===== config.mk =====
export PLATFORM = sky130hd
export DESIGN_NAME = seg_refresh_scanner
export DESIGN_NICKNAME = d
export VERILOG_FILES = /design/src/rtl/seg_display_pkg.sv /design/src/rtl/hex_to_seg.sv /design/src/rtl/seg_refresh_scanner.sv
export SDC_FILE = /design/constraint.sdc
export NUM_CORES = 1
export LEC_CHECK = 0
export CAP_MARGIN = 10
export CELL_PAD_IN_SITES_DETAIL_PLACEMENT = 0
export CELL_PAD_IN_SITES_GLOBAL_PLACEMENT = 1
export CORE_ASPECT_RATIO = 0.75
export CORE_MARGIN = 2
export CORE_UTILIZATION = 41
export CTS_BUF_LIST = sky130_fd_sc_hd__clkbuf_2 sky130_fd_sc_hd__clkbuf_4 sky130_fd_sc_hd__clkbuf_8
export CTS_CLUSTER_SIZE = 10
export DETAILED_ROUTE_END_ITERATION = 7
export GPL_TIMING_DRIVEN = 0
export HOLD_SLACK_MARGIN = 0.03
export PLACE_DENSITY_LB_ADDON = 0.3
export SLEW_MARGIN = 25
export SYNTH_ARGS = -nofsm -noshare
export SYNTH_HDL_FRONTEND = slang
export SYNTH_SLANG_ARGS = --single-unit

===== constraint.sdc =====
create_clock -name clk -period 3.55 [get_ports clk]
set_input_delay 0.71 -clock clk [delete_from_list [all_inputs] [get_ports clk]]
set_output_delay 0.71 -clock clk [all_outputs]
set_load 0.02 [all_outputs]

===== src/rtl/seg_display_pkg.sv =====
// Shared 7-segment display definitions.
//   SEG_BLANK     : all segments off (active-low).
//   HEX_SEG_TABLE : hex nibble -> {g,f,e,d,c,b,a}, active-low; entry 0 is the rightmost slice.
//   presc_width() : bit width needed for a 0..div-1 prescaler, never less than 1.
package seg_display_pkg;

    localparam logic [6:0] SEG_BLANK = 7'h7F;

    localparam logic [15:0][6:0] HEX_SEG_TABLE = {
        7'h0E, 7'h06, 7'h21, 7'h46,   // F E d C
        7'h03, 7'h08, 7'h10, 7'h00,   // b A 9 8
        7'h78, 7'h02, 7'h12, 7'h19,   // 7 6 5 4
        7'h30, 7'h24, 7'h79, 7'h40    // 3 2 1 0
    };

    function automatic int presc_width(input int div);
        return (div > 2) ? $clog2(div) : 1;
    endfunction

endpackage


===== src/rtl/hex_to_seg.sv =====
// Combinational hex-to-7-segment decoder.
//   hex : 4-bit value to show
//   seg : {g,f,e,d,c,b,a}, active-low
module hex_to_seg
    import seg_display_pkg::*;
(
    input  logic [3:0] hex,
    output logic [6:0] seg
);

    always_comb begin
        seg = HEX_SEG_TABLE[hex];
    end

endmodule


===== src/rtl/seg_refresh_scanner.sv =====
// Time-multiplexed scan controller for the 7-segment display.
// A prescaler divides clk down to one digit advance every DIV = CLK_HZ/REFRESH_HZ
// enabled cycles; each advance steps the 2-bit digit select and registers the
// matching segment pattern. Digit values and masks are captured into shadow
// registers once per frame, on the advance that returns the select to 0.
//   clk, reset          : clock, asynchronous active-high reset
//   enable              : 1 = scan runs, 0 = all state frozen
//   digit0..digit3      : hex value per digit (digit0 rightmost)
//   blank_mask, dp_mask : per-digit blank / decimal-point enables
//   twobitcounter       : digit select to the anode decoder
//   seg, dp             : active-low segment pattern and decimal point
//   digit_tick          : one-cycle pulse after every digit advance
module seg_refresh_scanner
    import seg_display_pkg::*;
#(
    parameter int CLK_HZ     = 100_000_000,
    parameter int REFRESH_HZ = 1000,
    parameter int NUM_DIGITS = 2
) (
    input  logic       clk,
    input  logic       reset,
    input  logic       enable,
    input  logic [3:0] digit0,
    input  logic [3:0] digit1,
    input  logic [3:0] digit2,
    input  logic [3:0] digit3,
    input  logic [3:0] blank_mask,
    input  logic [3:0] dp_mask,
    output logic [1:0] twobitcounter,
    output logic [6:0] seg,
    output logic       dp,
    output logic       digit_tick
);

    localparam int             DIV        = CLK_HZ / REFRESH_HZ;
    localparam int             PW         = presc_width(DIV);
    localparam logic [PW-1:0]  PRESC_LAST = PW'(DIV - 1);
    localparam logic [1:0]     CNT_LAST   = 2'(NUM_DIGITS - 1);

    logic [PW-1:0]   presc_q, presc_d;
    logic [1:0]      cnt_q, cnt_d;
    logic            primed_q, primed_d;
    logic [3:0][3:0] dig_q, dig_d;
    logic [3:0]      blank_q, blank_d;
    logic [3:0]      dpm_q, dpm_d;
    logic [6:0]      seg_q, seg_d;
    logic            dp_q, dp_d;
    logic            tick_q, tick_d;

    logic            advance;
    logic            wrap;
    logic [3:0]      sel_hex;
    logic [6:0]      hex_seg;

    // Prescaler, digit select and frame latch.
    always_comb begin
        advance  = enable && (presc_q == PRESC_LAST);
        presc_d  = presc_q;
        cnt_d    = cnt_q;
        primed_d = primed_q;
        if (enable) begin
            presc_d = advance ? '0 : presc_q + 1'b1;
        end
        // The first advance after reset is treated as a frame wrap so the
        // display leaves its blank reset state with freshly latched values
        // starting at digit 0.
        if (advance) begin
            primed_d = 1'b1;
            if (!primed_q || cnt_q == CNT_LAST) begin
                cnt_d = 2'd0;
            end else begin
                cnt_d = cnt_q + 2'd1;
            end
        end
        wrap = advance && (cnt_d == 2'd0);
        // On the wrap edge the fresh inputs feed both the shadows and the
        // output decode, so a new frame shows without an extra cycle.
        dig_d   = wrap ? {digit3, digit2, digit1, digit0} : dig_q;
        blank_d = wrap ? blank_mask : blank_q;
        dpm_d   = wrap ? dp_mask    : dpm_q;
        sel_hex = dig_d[cnt_d];
    end

    hex_to_seg u_hex_to_seg (
        .hex (sel_hex),
        .seg (hex_seg)
    );

    // Output registers, updated only on an advance, from the new select value.
    always_comb begin
        seg_d  = seg_q;
        dp_d   = dp_q;
        tick_d = advance;
        if (advance) begin
            if (blank_d[cnt_d]) begin
                seg_d = SEG_BLANK;
                dp_d  = 1'b1;
            end else begin
                seg_d = hex_seg;
                dp_d  = ~dpm_d[cnt_d];
            end
        end
    end

    always_ff @(posedge clk or posedge reset) begin
        if (reset) begin
            presc_q  <= '0;
            cnt_q    <= 2'd0;
            primed_q <= 1'b0;
            dig_q    <= '0;
            blank_q  <= '0;
            dpm_q    <= '0;
            seg_q    <= SEG_BLANK;
            dp_q     <= 1'b1;
            tick_q   <= 1'b0;
        end else begin
            presc_q  <= presc_d;
            cnt_q    <= cnt_d;
            primed_q <= primed_d;
            dig_q    <= dig_d;
            blank_q  <= blank_d;
            dpm_q    <= dpm_d;
            seg_q    <= seg_d;
            dp_q     <= dp_d;
            tick_q   <= tick_d;
        end
    end

    assign twobitcounter = cnt_q;
    assign seg           = seg_q;
    assign dp            = dp_q;
    assign digit_tick    = tick_q;

endmodule

# Yosys cells after proc, flatten, opt, wreduce, memory -nomap -nowiden
# Memory sizes are Yosys's and may differ from the RTL's.
# Index checks and enable logic that the tools add are counted.
# word_totals
ff_bits	53
rom_bits	112
inputBits	27
out_inout_bits	11
word_cells	40
memories	1
# op_classes
addsub	2
n_lt_le_gt_ge	2
n_eq_ne	2
muxes	15
bitwise	1
n_reduce_logical	5
# mem_list
memory	words	word_bits	rd	rd_ports_with_merged_regs	write_ports	line_no	rtl
(no name shown)	16	7	1	0	0	hex_to_seg.sv:12	seg = HEX_SEG_TABLE[hex];
# op_table
operator	n
adder 17 x 1 -> 17 bit (second input constant)	1
equality test 17 bit (second input constant)	1
two-way mux 17 bit	1
two-way mux 16 bit	1
two-way mux 7 bit	2
two-way mux 4 bit	3
binary-select mux 4 bit (select 2 bit)	1
less-than comparator 4 x 5 -> 1 bit (second input constant)	1
binary-select mux 1 bit (select 2 bit)	2
two-way mux 2 bit	2
less-than comparator 2 x 3 -> 1 bit (second input constant)	1
two-way mux 1 bit	3
adder 2 x 1 -> 2 bit (second input constant)	1
equality test 2 x 1 -> 1 bit (second input constant)	1
logical AND 1 bit	2
zero test 2 bit	1
zero test 1 bit	1
logical OR 1 bit	1
inverter 1 bit	1

# Logic depth before layout (Yosys ltp)
# logic_depth
ltp_word	12
depth_mapped	14
ltp_nobuf	13

# Modules after synthesis
# From an unflattened synthesis, not the netlist that was laid out.
# unflattened
hier_cells	240
area_unflattened_um2	2753.9
# modules_own_cells
module	instances	cells_each	area_each_um2	seq_area_each_um2
seg_refresh_scanner	1	208	2478.6	1311.3
hex_to_seg	1	32	275.3	0.0

# Least setup slack after synthesis
# No wires, ideal clock.
# synth_path
path_type	input to register
startpoint	in enable
endpoint	reg seg_q[0] (netlist: seg[0])
setup_ns	0.092
arrival_time_ns	3.640
required_ns	3.458
slack_ns	-0.182
path_stages	12
n_path_buf	1
path_cell_list	clkbuf_1 > nand2_1 > or4_4 > nor3_4 > mux2_2 > mux2i_1 > a221o_1 > clkinv_1 > ha_1 > a2111o_1 > o311ai_0 > a21oi_1
# synth_lines
item	line_no	rtl
from (decl)	seg_refresh_scanner.sv:22	input logic enable,
to (signal assigned)	seg_refresh_scanner.sv:123	seg_q <= seg_d;
to (decl)	seg_refresh_scanner.sv:46	logic [6:0] seg_q, seg_d;

# Final worst setup path
# layout_path
startpoint	reg presc_q[5]
endpoint	reg seg_q[1] (netlist: seg[1])
# layout_between
elab_chain_len	11
word_cells_on_any_way	14
cone_classes	eq/ne: 1; mux: 9; reduce/logical: 3; memory: 1
# layout_rtl
item	line_no	rtl
from (decl)	seg_refresh_scanner.sv:40	logic [PW-1:0] presc_q, presc_d;
from (signal assigned)	seg_refresh_scanner.sv:117	presc_q <= presc_d;
equality test 17 bit (*)	seg_refresh_scanner.sv:57	advance = enable && (presc_q == PRESC_LAST);
logical AND 1 bit (*)	seg_refresh_scanner.sv:57	
two-way mux 2 bit	seg_refresh_scanner.sv:67	if (advance) begin
zero test 2 bit	seg_refresh_scanner.sv:75	wrap = advance && (cnt_d == 2'd0);
logical AND 1 bit	seg_refresh_scanner.sv:75	
two-way mux 16 bit	seg_refresh_scanner.sv:78	dig_d = wrap ? {digit3, digit2, digit1, digit0} : dig_q;
binary-select mux 4 bit (select 2 bit)	seg_refresh_scanner.sv:81	sel_hex = dig_d[cnt_d];
two-way mux 4 bit (not written as such)	seg_refresh_scanner.sv:81	
memory (16 x 7 bit)	--	
two-way mux 7 bit (not written as such)	hex_to_seg.sv:12	
two-way mux 7 bit	seg_refresh_scanner.sv:95	if (blank_d[cnt_d]) begin
# Mark *: on every way between the ends. The rest lies on a longest branch, timed or not. The select of a mux whose other input is x is not followed.
# A chain may end at the register's enable or synchronous reset.

==> impl.org <==
** Synth
- The most used flip-flop cell after synthesis is dfrtp_1.
- Synth Register Bits :: 52
- The mapped netlist covers 2800 µm².
- Number of synthesis warnings :: 0
- After synthesis, flip-flops and latches occupy 46.83% of the total area.
- A synthesized cell averages 11.07 µm².
- Gate count after technology mapping :: 253
- Number of distinct standard cells referenced by the synthesized netlist :: 63
- Counting flops with an async set or reset pin after synthesis yields a share of 100.0%.
- Counting every net in the synthesized netlist gives 288.
- Number of enable-type register cells in the synthesized netlist :: 0

** Route
- Vias post-DR :: 2,174
- DR WL/cell :: 16.62 µm
- Number of DRC violations after detailed-routing iteration 0 :: 71
- Final ANT Viol Nets :: 0
- Wires add up to 6648 µm.
- Number of optimization iterations in the first detailed-route pass :: 4
- Using the TritonRoute via totals, the vias-per-cell ratio works out to 5.435.
- In the routed design, unresolved DRC markers number 0.

** Worst setup path
- Critical path type :: register to register
- Worst reg2reg setup slack :: 0.06 ns
- Top fanout value on the critical path :: 6
- The cell family contributing the most delay on the critical path is simple AND/OR/NAND/NOR gates.
- The slowest stage of the critical path is the or4_4 cell.
- The number of cells on the worst reg-to-reg path is 11.
- Buf/Inv on CP :: 1
- The largest single stage delay on the critical path is 0.55 ns.
- In this run the critical register-to-register path is captured at seg[1].
- The worst setup path is launched from a register.
- For the worst setup path, the data arrival time is 3.73 ns.
- The critical path goes through or4b_4 -> or4_4 -> nor4_4 -> nor2_4 -> mux2i_1 -> a221o_2 -> buf_6 -> ha_1 -> a21oi_2 -> a211oi_2 -> o22a_1.
- STA classifies the critical path endpoint as a register.
- For the worst setup path, the data required time is 3.79 ns.
- Startpoint of the most critical register-to-register path :: presc_q[5]

** Layout
- Compared with the post-synthesis result, the final layout area differs by 30.03%.
- Once layout is complete, the cells apart from fillers number 400.
- After the last flow step, the layout net total stands at 350.
- # diodes :: 0
- Cells with a size suffix above 1 make up 31.65% of the layout.

** Place
- Once detailed placement completed, the half-perimeter wirelength came to 4621 µm.
- Total of buffers placed on input and output ports :: 36
- Cell count after placement :: 373
- Final estimated routing congestion in global placement :: 0.9059
- Pre-CTS WS :: -0.4749 ns

** Clock network
- The root buffer cell chosen for the clock tree is clkbuf_8.
- Clock transition at the registers of the reported paths :: 0.09 ns
- The number of hold buffers added after CTS was 0.
- Htree depth :: 2
- Num CTS Buffers :: 5
- TritonCTS built the clock tree.
- Clock latency on the worst-skew pair :: 0.30 ns
- TritonCTS sink count :: 52
- Buffer levels on the longest clock path :: 2

** Power and ir drop
- In this run the static leakage power is 1.570 nW.
- VDD IR-drop max :: 160.3 µV
- Total power density per cell area :: 317.7 nW/µm²

** Timing
- The smallest clock period supported by the final layout is computed as 3.490 ns.
- On the final layout, the worst hold slack is 0.4886 ns.
- Share of the clock period used by the worst path after layout :: 98.31%
- In this run the tightest slew margin relative to its limit is 56.27%.
- FMAX :: 0.2865 GHz
- Setup total negative slack on the finished layout was measured at 0 ns.
- Setup repair after global routing could not meet its margin everywhere.
- Setup WS post-layout :: 0.05995 ns
- The clock arrives with 0.005731 ns of skew.
- Final Hold Fails :: 0
- Number of failing setup endpoints in the final timing report :: 0
- For the pin with the worst max-slew slack, the measured transition is 0.6560 ns.
- Final-report max-slew violation count :: 0

** Worst hold path
- The worst hold path terminates at primed_q.
- Cell depth of the worst hold path :: 1
- Hold path start :: primed_q
- In this run the worst hold path is classified as register to register.

** Floorplanning
- Row count :: 26
- For this design the top-level I/O count stands at 38.
- Area of the die :: 7514 µm²
- Placeable core region :: 6701 µm²
- Measured along the y axis, the die boundary spans 75.57 µm.
- Die width :: 99.43 µm
- Initial Utilization :: 41.78%

** Run
- Maximum capacitance violations :: 0

** Global route
- The first global-routing pass estimated 10,340 µm of wire.
- The initial antenna violation count came to 0.
- Number of global-route vias before repair :: 1,942
- Across every metal layer, demand over resource in global routing totals 17.68%.
- The total overflow left after global routing is 0.
- Entering global routing, the biggest net connects 53 pins.

** Status
- Result of the run :: complete, no violations
-- kinds of logic (layout without fill, tap and decap cells) --
family          count (synthesis)  in the layout  share of synthesized area, %
mux                            29             29                         11.84
buf+inv                        16             79                         2.502
xor+xnor                       14             14                         4.379
simple gates                   85             85                         17.02
fa+ha+maj                       8              8                         3.575
flops                          52             52                         46.83
compound gates                 49             49                         13.85
-- cells in the final DEF (no fill, tap or decap), types with 4 or more instances in the layout --
| cell | netlist | final |
|---|---|---|
| nand4_1 | 5 | 5 |
| nor2_1 | 25 | 25 |
| dfrtp_1 | 44 | 43 |
| nor3_1 | 4 | 4 |
| ha_1 | 8 | 5 |
| mux2i_1 | 5 | 5 |
| a21oi_1 | 11 | 8 |
| inv_1 | 7 | 6 |
| buf_4 | 0 | 16 |
| clkbuf_8 | 0 | 6 |
| xnor2_1 | 7 | 7 |
| o21ai_0 | 5 | 5 |
| clkdlybuf4s50_1 | 0 | 36 |
| mux2_2 | 23 | 22 |
| dfstp_2 | 8 | 8 |
| nand3_1 | 12 | 11 |
| xor2_1 | 7 | 7 |
| nand2_1 | 14 | 14 |
-- layer usage --
layer	global-route usage [%]	up-vias	part of all wire (%)
met4	3.653	0	0.63
met2	24.70	42	42
li1	-	1054	-
met5	0	-	0
met3	3.486	5	4.1
met1	28.21	1073	53
-- worst max path at each step --
| stage | startpoint | to | slack, ns | depth (start not counted) |
|---|---|---|---|---|
| 6_report | presc_q[5] | seg[1] | 0.06 | 11 |
| 5_1_grt | presc_q[5] | seg[1] | -0.04 | 12 |
| 4_1_cts | presc_q[12] | seg[0] | 0.009 | 11 |
| 3_5_place_dp | enable | seg[4] | -0.47 | 11 |
| 3_3_place_gp | enable | seg[4] | -0.45 | 11 |
| 2_1_floorplan | enable | seg[0] | 0.02 | 12 |
-- stage by stage --
step | cell area, µm² | total power, W | utilization [%]
floorplan | 2803 | 0.0007451 | -
global placement | 3268 | 0.0007948 | 48.77
detailed placement | 3271 | 0.0008030 | 48.81
CTS | 3466 | 0.001166 | 51.72
global route | 3641 | 0.001217 | 54.33
finish | 3641 | 0.001157 | 54.33
-- cell type report --
cell class	instances	area (µm²)
Multi-Input combinational cell	185	1535
Buffer	6	37.54
Sequential cell	52	1313
Clock inverter	2	10.01
Fill cell	603	3060
Tap cell	84	105.1
Timing Repair Buffer	55	514.2
Inverter	10	43.79
Clock buffer	6	82.58
-- synthesized netlist by cell type, types with 4 or more instances --
cell type   n  share of area [%]
mux2i_1     5                1.8
nor2_1     25                3.4
a21oi_1    11                2.0
o21ai_0     5               0.89
inv_1       7               0.94
dfstp_2     8                7.5
xor2_1      7                2.2
dfrtp_1    44                 39
ha_1        8                3.6
nand2_1    14                1.9
nor3_1      4               0.71
xnor2_1     7                2.2
nand4_1     5                1.1
mux2_2     23                9.2
nand3_1    12                2.1
-- sequential cells by signal (all words and copies together), names as in the netlist --
| name | flops |
|---|---|
| primed_q | 1 |
| blank_q | 3 |
| dpm_q | 4 |
| twobitcounter | 2 |
| seg | 7 |
| dp | 1 |
| digit_tick | 1 |
| dig_q | 16 |
| presc_q | 17 |
-- where the power goes --
part           total, W  internal (W)  leakage (nW)  switching (W)
Clock          0.000353      0.000156        0.0510       0.000197
Sequential     0.000669      0.000628         0.680      0.0000410
Combinational  0.000135     0.0000729         0.839      0.0000624
Total           0.00116      0.000857          1.57       0.000300
-- repair_timing --
item                                    4_1_cts  5_1_grt
pin swaps                                     4       13
endpoints found under the setup margin        7        7
buffers inserted                              9       10
resized for setup                             8       22
(Power assumes the default switching activity.)
==> variant, RTL diff (same flow settings) <==
Reset style: synchronous (`reset`), changed in one clocked block. Comments in the files are not updated.
--- a/src/rtl/seg_refresh_scanner.sv
+++ b/src/rtl/seg_refresh_scanner.sv
@@ -102,7 +102,7 @@
         end
     end
 
-    always_ff @(posedge clk or posedge reset) begin
+    always_ff @(posedge clk) begin
         if (reset) begin
             presc_q  <= '0;
             cnt_q    <= 2'd0;
Check against the original RTL: same outputs for any inputs over 10 cycles, from zero or initial values and one cycle with reset high; that may be too few to reach the edited logic, so the function may still have changed.
==> variant against the original RTL <==
Largest cell class unchanged; critical path type unchanged; final cell count rose by 13%; global-route usage rose by 0.83 points; clock skew rose by 0.011 ns; area after synthesis fell by 1.7%; design area fell by 8.2%; sequential cell count rose by 1; wire length rose by 0.48%; utilization fell by 1.9 points; setup slack improved by 0.14 ns; critical path depth rose by 2.
Power is not compared: it rests on default switching activity, and its combinational part moved more than twofold at a synthesized area within 25%.
==> variant: results (changes against the original RTL) <==
* Final Skew at 0.0166 ns (+0.0109 ns)
* Hold_ws at 0.459 ns (-0.0299 ns)
* Sequential area share after synthesis at 38.6% (-8.3 points)
* CP delay by family, top: multiplexers
* # clock sinks at 53 (+1.9%)
* Non-clock buffer share at 13.4% (-1.8 points)
* Pin count of the biggest net entering global routing at 17 (-68%)
* Hold Path Class: reg -> reg
* Number of global-route vias before repair at 2213 (+14%)
* Adder-cell share of the synthesized area at 3.64% (+0.063 points)
* Final min period at 3.35 ns (-0.137 ns)
* DP Wirelength at 4850 um (+5.1%)
* Filler Cell Count at 631 (+4.6%)
* WL met2 at 2790 um (-0.89%)
* Multiplexer area fraction after synthesis at 7.78% (-4.1 points)
* Hold Crit Start: dig_q[3]
* Register area at 1060 um2 (-19%)
* Critical Path AT at 3.55 ns (-0.18 ns)
* Worst hold path endpoint: dig_q[3]
* Synth area leaders: dfxtp_1 39%, nand2_1 8.2%, a21oi_1 5.3%
* Iteration-0 DRC Markers at 144 (+100%)
* Reg clk slew, reported paths at 0.11 ns (+0.02 ns)
* Post-synthesis compound-gate area fraction at 16.2% (+2.3 points)
* Multi-In Gates at 250 (+35%)
* Placed insts at 441 (+18%)
* Area after DPL at 3210 um2 (-1.8%)
* Wire per inst at 14.8 um (-11%)
* Syn Area/Cell at 8.49 um2 (-23%)
* CP max stage delay at 0.44 ns (-0.11 ns)
* Mapped Nets at 359 (+25%)
* Clock insertion delay at the later pin of the skew report at 0.32 ns (+0.02 ns)
* WL met3 at 290 um (+7.0%)
* Hold Crit Depth at 2 (+1)
* Wirelength, routed at 6680 um (+0.48%)
* Count of non-CTS inverters in the layout at 5 (-5)
* Post-synthesis xor/xnor area fraction at 4.77% (+0.40 points)
* Most frequent cells after synthesis: 60 x nand2_1, 53 x dfxtp_1, 32 x nor2_1
* Setup WS pre-CTS at -0.852 ns (-0.377 ns)
* P&R area growth vs syn at 21.5%
* Met2 usage at 28.6% (+3.9 points)
* Met3 usage at 3.34% (-0.14 points)
* First-pass GRT wire length at 10900 um (+5.3%)
* Reg2Reg Setup Slack at 0.20 ns (+0.14 ns)
* Slowest cell on crit path: dfxtp_2
* Final GP Congestion at 0.899 (-0.79%)
* Clk cell area share at 2.73% (+0.19 points)
* R2R Path Start: twobitcounter[1]
* Multi-input gate area at 1620 um2 (+5.6%)
* CP Max Fanout at 7 (+1)
* Status: complete, no violations
* Ys flop type: dfxtp_1
* Signal buffers at 53 (-13%)
[variant: cell count changes in the layout (fill, tap and decap cells not counted), moves of 4 or more]
cell,delta
nand3_1,-5
xnor2_1,-4
mux2_2,-18
and2_1,+5
xor2_1,+5
dfrtp_1,-43
dfxtp_1,+52
buf_4,-13
nand2_1,+45
nor2_1,+7
a21oi_1,+21
mux2i_1,+8
clkbuf_1,+9
dfstp_2,-8
[variant: worst register-to-register path, stage by stage, from the launching register on]
cell	delay, ns
dfxtp_2	0.44
inv_1	0.11
ha_1	0.34
and2_1	0.18
o211a_1	0.25
nand2_2	0.18
mux2i_1	0.30
mux2i_1	0.17
mux2i_4	0.27
inv_1	0.13
ha_1	0.24
mux2_2	0.26
a221oi_1	0.30
nor2_1	0.06
[variant: what timing repair did]
item / 4_1_cts / 5_1_grt
pin swaps: 1 / 0
gates resized for setup: 9 / 4
setup buffers: 1 / 0
endpoints found under the setup margin: 7 / 3
hold endpoints to repair: 0 / 0
